File: src/rtl/mdu_stall_ctrl.sv
`default_nettype none
// ---------------------------------------------------------------------------
// mdu_stall_ctrl: multiply/divide unit sequencer plus pipeline stall control
// for MDU hazards and load-use hazards. Optional macro MDU_DIV_EN adds div/divu.
// Revision: 1.0
// ---------------------------------------------------------------------------
module mdu_stall_ctrl #(
  parameter int MUL_CYCLES = 5,
  parameter int DIV_CYCLES = 10
) (
  input  logic        clk,
  input  logic        reset,
  input  logic [31:0] IRD,
  input  logic [31:0] IRE,
  output logic        StallF,
  output logic        StallD,
  output logic        StallE,
  output logic        MduStart,
  output logic [1:0]  MduOp,
  output logic        MduBusy
);

`ifdef MDU_DIV_EN
  typedef enum logic [1:0] {IDLE = 2'd0, MUL = 2'd1, DIV = 2'd2} state_t;
`else
  typedef enum logic [1:0] {IDLE = 2'd0, MUL = 2'd1} state_t;
`endif

  state_t     state, state_nxt;
  logic [3:0] cnt, cnt_nxt;
  logic       start;

  logic [5:0] ire_op, ire_fn, ird_op, ird_fn;
  logic [4:0] ire_rt, ird_rs, ird_rt;
  logic       mul_e, div_e, start_e, div_d, use_d, load_e, load_use, mdu_stall;
  logic       unused_ok;

  assign ire_op = IRE[31:26];
  assign ire_fn = IRE[5:0];
  assign ire_rt = IRE[20:16];
  assign ird_op = IRD[31:26];
  assign ird_fn = IRD[5:0];
  assign ird_rs = IRD[25:21];
  assign ird_rt = IRD[20:16];

  // Fields the decoders never look at.
  assign unused_ok = ^{IRE[25:21], IRE[15:6], IRD[15:6], 4'(DIV_CYCLES)};

  assign mul_e = (ire_op == 6'b000000) && (ire_fn[5:1] == 5'b01100);
`ifdef MDU_DIV_EN
  assign div_e = (ire_op == 6'b000000) && (ire_fn[5:1] == 5'b01101);
  assign div_d = (ird_fn[5:1] == 5'b01101);
`else
  assign div_e = 1'b0;
  assign div_d = 1'b0;
`endif
  assign start_e = mul_e | div_e;

  // mult/multu, optional div/divu, and the HI/LO moves (0100xx) all touch the MDU.
  assign use_d = (ird_op == 6'b000000) &&
                 ((ird_fn[5:1] == 5'b01100) || div_d || (ird_fn[5:2] == 4'b0100));

  always_comb begin
    load_e = 1'b0;
    case (ire_op)
      6'b100011, 6'b100001, 6'b100101, 6'b100000, 6'b100100: load_e = 1'b1;
      default: load_e = 1'b0;
    endcase
  end

  always_ff @(posedge clk or negedge reset) begin
    if (!reset) begin
      state <= IDLE;
      cnt   <= 4'd0;
    end else begin
      state <= state_nxt;
      cnt   <= cnt_nxt;
    end
  end

  always_comb begin
    state_nxt = state;
    cnt_nxt   = cnt;
    start     = 1'b0;
    case (state)
      IDLE: begin
        if (start_e) begin
          start     = 1'b1;
          state_nxt = MUL;
          cnt_nxt   = 4'(MUL_CYCLES - 1);
`ifdef MDU_DIV_EN
          if (div_e) begin
            state_nxt = DIV;
            cnt_nxt   = 4'(DIV_CYCLES - 1);
          end
`endif
        end
      end
      default: begin
        if (cnt == 4'd0) state_nxt = IDLE;
        else             cnt_nxt   = cnt - 4'd1;
      end
    endcase
  end

  assign MduBusy  = (state != IDLE);
  // Start decodes straight from IRE, so it must be masked while reset is held.
  assign MduStart = start & reset;
  assign MduOp    = MduStart ? ire_fn[1:0] : 2'b00;

  assign load_use  = load_e && (ire_rt != 5'd0) && ((ire_rt == ird_rs) || (ire_rt == ird_rt));
  assign mdu_stall = use_d && (MduBusy || MduStart);

  assign StallF = reset & (mdu_stall | load_use);
  assign StallD = StallF;
  assign StallE = StallF;

endmodule
`default_nettype wire

File: config.mk
export PLATFORM = sky130hd
export DESIGN_NAME = mdu_stall_ctrl
export DESIGN_NICKNAME = d
export VERILOG_FILES = /design/src/rtl/mdu_stall_ctrl.sv
export SDC_FILE = /design/constraint.sdc
export NUM_CORES = 1
export LEC_CHECK = 0
export ABC_AREA = 0
export CAP_MARGIN = 0
export CORE_ASPECT_RATIO = 1.2
export CORE_MARGIN = 5
export CORE_UTILIZATION = 20
export DETAILED_ROUTE_END_ITERATION = 12
export PLACE_DENSITY_LB_ADDON = 0.08
export SLEW_MARGIN = 20
export SYNTH_ARGS = -nofsm -noshare
export SYNTH_HDL_FRONTEND = slang
export SYNTH_SLANG_ARGS = --single-unit
File: constraint.sdc
create_clock -name clk -period 1.4 [get_ports clk]
set_clock_uncertainty 0.1 [all_clocks]
set_input_delay 0.14 -clock clk [delete_from_list [all_inputs] [get_ports clk]]
set_output_delay 0.14 -clock clk [all_outputs]
set_load 0.005 [all_outputs]
# == Yosys cells after proc, flatten, opt, wreduce, memory -nomap -nowiden ==
# Index checks and enable logic that the tools add are counted.
# op_classes
reduce_logical,18
muxes,10
eq_ne,12
bitwise_logic,3
n_addsub,1
# ops
operator,n
"== test 6 bit, second input constant",5
zero test 6 bit,2
2-to-1 mux 4 bit,3
"== test 5 x 4 -> 1 bit, second input constant",2
== test 5 bit,2
2-to-1 mux 2 bit,4
logical AND 1 bit,5
nonzero test 5 bit,1
OR reduction 5 bit,1
"== test 4 x 3 -> 1 bit, second input constant",1
zero test 4 bit,1
AND reduction 2 bit,2
nonzero test 2 bit,2
"subtractor 4 x 1 -> 4 bit, second input constant",1
logical OR 1 bit,3
2-to-1 mux 1 bit,3
bitwise AND 1 bit,2
zero test 2 bit,1
"!= test 2 x 1 -> 1 bit, second input constant",1
"!= test 2 bit, second input constant",1
OR 1 bit,1
# word_totals
reg_bits,6
out_inout_bits,7

# == Depth between registers and ports, before layout ==
# logic_depth
depth_word,9
depth_mapped,6
ltp_nobuf,6

# == Worst setup path after synthesis ==
# No wires, ideal clock.
# synth_timing
kind,register -> register
start,register cnt[0]
end,register cnt[2]
t_required_ns,1.181
n_path_buf,0
arrival_ns,1.311
path_stages_with_launch,7
path_slack_ns,-0.130
period_less_slack_ns,1.530
path_cell_list,dfrtp_1 > inv_1 > ha_1 > or3b_1 > nand2_1 > nand2b_2 > o21a_1
# synth_between
elab_chain_cells,3
word_cells_on_any_way,6
cone_classes,add/sub: 1; eq/ne: 1; mux: 2; reduce/logical: 2
# synth_lines
element,line_no,source
start: declaration,30,"logic [3:0] cnt, cnt_nxt;"
start signal: assignment,77,cnt <= cnt_nxt;
subtractor 4 x 1 -> 4 bit / zero test 4 bit (equally long branches),"101, 100",
2-to-1 mux 4 bit / != test 2 x 1 -> 1 bit (equally long branches),n/a,
2-to-1 mux 4 bit / AND reduction 2 bit (equally long branches),n/a,
# Several ways; a longest one is shown, not always the timed one. The select of a mux whose other input is x is not followed.
# A chain may end at the register's enable or synchronous reset.

# == Worst setup path after layout ==
# layout_timing
start,register state[0]
end,output port StallD
# layout_between
elab_chain_cells,7
word_cells_on_any_way,8
cone_classes,mux: 1; bitwise: 3; reduce/logical: 4
# layout_lines
element,line_no,source
start: declaration,29,"state_t state, state_nxt;"
start signal: assignment,76,state <= state_nxt;
zero test 2 bit,85,case (state)
2-to-1 mux 1 bit,85,
bitwise AND 1 bit,108,assign MduStart = start & reset;
logical OR 1 bit (*),112,assign mdu_stall = use_d && (MduBusy || MduStart);
logical AND 1 bit (*),112,
OR 1 bit (*),114,assign StallF = reset & (mdu_stall | load_use);
bitwise AND 1 bit (*),114,
end: declaration,16,"output logic StallD,"
# Every way passes the cells marked *; elsewhere a longest branch is shown, timed or not.

==> summary.log <==
qor: outcome.status finished, violations left
qor: outcome.violations_in_the_final_reports negative setup slack
qor: synth.synth_top_family_by_area simple AND/OR/NAND/NOR gates
qor: global_routing.pin_count_of_the_biggest_net_entering_global_routing 9
qor: cells_and_area.num-fill-cells 241
qor: cells_and_area.area_growth_syn_to_layout 158%
qor: drt.post_drt_wl_per_cell 12.2 um
qor: synth.synth_xor_area_share 20.2%
qor: die.die_width 54.6 um
qor: sta.final.min_clock_period 1.89 ns
qor: die.die_boundary_height 63.6 um
qor: clock_network.tritoncts done
qor: sta.timing.final.ws_setup -0.492 ns
qor: global_routing.grt_first_pass_wirelength 3060 um
qor: critical_path.setup.reg_to_reg.worst_slack -0.15 ns
qor: synth.count_of_state_elements_after_synthesis 5
qor: global_routing.via_count_of_the_first_global_routing_pass 771
qor: critical_path.worst_ep_required_time 1.16 ns
qor: pwr.total_power 1.02 mW
qor: synth.yosysWarningCount 0
qor: die.core-area 0.00228 sq mm
qor: drt.drcViolationCount 0
qor: synth.postSynthCellCount 57
qor: cells_and_area.stdcell_count 154
qor: die.floorplan.initialDensity 20.9%
qor: drt.drtPass1Iterations 3
qor: global_routing.use_met2 21.9%
qor: clock_network.clkSlewWorstSetupHoldPaths 0.04 ns
qor: die.io-pin-count 73
qor: synth.post_synth_most_frequent_cells xor2_1, dfrtp_1, nor2_1
qor: sta.achievable-frequency 529 MHz
qor: critical_path.critPathLaunch state[0]$_DFFE_PN0P_
qor: die.rows 19
qor: critical_path.criticalPathCategory register to output pin
qor: synth.count_of_flip_flops_with_a_built_in_enable_after_synthesis 0
qor: placed_design.dpl_worst_slack -0.816 ns
qor: global_routing.grt_antenna_before_repair 0
qor: pwr.leakagePower 0.532 nW
qor: pwr.areal_power_density_over_the_cells 823 mW/mm^2
qor: critical_path.end_kind output pin
qor: placed_design.place_hpwl 1490 um
qor: critical_path.critical_path.max_fanout 2
qor: synth.synthDominantAreaCellType dfrtp_1
qor: global_routing.groute.layer.met1.usage 11.5%
qor: drt.postRouteAntennaNets 0
qor: placed_design.placed_cells_incl_taps 139
qor: critical_path.worst_ep_arrival_time 1.65 ns
qor: synth.synth-simple-area-share 30.1%
qor: global_routing.grt-ovfl-total 0
qor: synth.fraction_of_the_yosys_area_taken_by_sequential_cells 26.2%
qor: sta.fin_setup_tns -2.52 ns
qor: global_routing.met3_usage 2.36%
qor: pwr.power.ir.vdd_worst 0.455 mV
qor: die.die_area 0.00347 sq mm
qor: sta.max_slew.worst_pin.slew 0.493 ns
qor: cells_and_area.n_antenna_cell 0
qor: placed_design.port_buffers 45
qor: synth.ys_top_cells_by_area dfrtp_1, xor2_1, buf_4
qor: sta.slew_headroom 66.7%
qor: synth.synth-adder-area-share 2.62%
qor: sta.final_hold_viols 0
qor: synth.number_of_distinct_standard_cells_referenced_by_the_synthesized_netlist 27
qor: sta.slew_viol_final 0
qor: clock_network.cts_max_level 1
qor: drt.via_per_inst 4.37
qor: clock_network.cts_root_buffer clkbuf_4
qor: synth.synthArstFlopShare 100%
qor: cells_and_area.post_route_cells_drive_above_1_share 35.8%
qor: sta.timing.final.crit_share 135%
qor: synth.synthesis.nets 124
qor: synth.post_synth_instance_area 478 sq um
qor: min_path.hp_class input port to asynchronous set/reset pin
qor: clock_network.cts_sink_count 5
qor: sta.fin_worst_hold_slack 0.141 ns
qor: run.timing.max_cap.violations 0
qor: cells_and_area.stdcell_area 0.00123 sq mm
qor: synth.synth_top_flop_cell dfrtp_1
qor: cells_and_area.postLayoutCoreUtil 54.1%
qor: clock_network.clock_insertion_delay_worst_skew 0.24 ns
qor: sta.setup_viol 9
qor: placed_design.postPlaceCellArea 0.00102 sq mm
qor: global_routing.grt_util_all_layers 11.6%
qor: critical_path.r2r-start cnt[0]$_DFFE_PN0P_
qor: drt.totalWireLength 1870 um
qor: synth.synth_most_common_cell xor2_1
qor: synth.mean_cell_area_of_the_mapped_netlist 8.39 sq um
qor: drt.dr.first_iter.drc_count 7
qor: drt.total_number_of_vias 673
qor: synth.synth_compound_area_share 13.9%
qor: synth.muxShareOfSynthArea 0%
qor: clock_network.cts-root-to-sink-buffers 2
qor: cells_and_area.finish.net_count 191
qor: critical_path.r2r-end cnt[2]$_DFFE_PN0P_
qor: critical_path.cp-start-kind register
qor: sta.grt_setup_unrepaired true
qor: clock_network.hold_buffers 0
qor: critical_path.r2r_cells 6
qor: placed_design.gpl.final_weighted_congestion 0.773
qor: clock_network.clock_buffers_created_by_tritoncts 3
qor: global_routing.top_usage_layer met2
qor: synth.synth_top_area_share 26.2%
cells by family (layout without fill, tap and decap cells):
group,count (synthesis),in the layout
xor+xnor,11,11
other cells,1,1
compound gates,10,10
simple gates,24,24
fa+ha+maj,1,1
flops,5,5
buf+inv,5,71
cells in the final DEF (no fill, tap or decap), drive strengths merged:
cell | synthesis | layout
a2111oi | 1 | 1
clkbuf | 0 | 4
nor4bb | 1 | 1
nor4b | 2 | 2
clkdlybuf4s15 | 0 | 1
nand3 | 2 | 2
conb | 1 | 1
a211oi | 1 | 1
o22ai | 1 | 1
xor2 | 11 | 11
or4 | 1 | 1
o2111ai | 1 | 1
dfrtp | 5 | 5
o21a | 1 | 1
o21ai | 3 | 3
buf | 3 | 24
and2 | 1 | 1
nand2b | 2 | 2
dlymetal6s2s | 0 | 2
a22oi | 1 | 1
clkdlybuf4s50 | 0 | 37
and3 | 3 | 3
a21oi | 1 | 1
nor2 | 4 | 4
nor4 | 2 | 2
nand2 | 2 | 2
ha | 1 | 1
inv | 2 | 2
or3b | 1 | 1
dlygate4sd2 | 0 | 1
nor3 | 3 | 3
sequential cells by signal (all words and copies together), names as in the netlist:
signal	count
cnt	4
state	1
layout make-up:
| type | instances | area [sq um] | share of cell area, % |
|---|---|---|---|
| clock buffers | 4 | 26.3 | 2.13 |
| inverters | 2 | 7.51 | 0.609 |
| multi-input cells | 47 | 419 | 34.0 |
| flip-flops and latches | 5 | 126 | 10.2 |
| well taps | 31 | 38.8 | 3.14 |
| repair buffers | 65 | 616 | 49.9 |
timing repair:
item,CTS,global route
gates resized for setup,37,7
pin swaps,10,8
setup buffers,7,5
endpoints found under the setup margin,11,11
report_power, final:
| group | leakage [nW] | switching (mW) | internal, mW | total (mW) |
|---|---|---|---|---|
| clock network | 0.0150 | 0.0562 | 0.108 | 0.164 |
| logic | 0.456 | 0.220 | 0.395 | 0.615 |
| registers | 0.0612 | 0.0353 | 0.201 | 0.237 |
| total | 0.532 | 0.311 | 0.704 | 1.02 |
worst max path at each step:
| stage | to | cells past startpoint |
|---|---|---|
| final | StallD | 7 |
| after global routing | StallD | 8 |
| after CTS | StallD | 7 |
| after detailed placement | StallD | 6 |
| after global placement | StallF | 6 |
| after floorplan | StallE | 5 |
metal layers:
layer  wire length [um]  part of all wire [%]
met4                  0                     0
met2               1090                    58
met3                138                   7.4
met1                643                    34
met5                  0                     0
worst max-delay path: stages (launching register included):
cell and delay [ns]:
dfrtp_2 0.40, nor4bb_1 0.24, and3_1 0.23, buf_6 0.11, o2111ai_4 0.10, o21ai_2 0.11, buf_4 0.14, buf_6 0.08
Note: power is estimated with default switching activity, not from simulation.
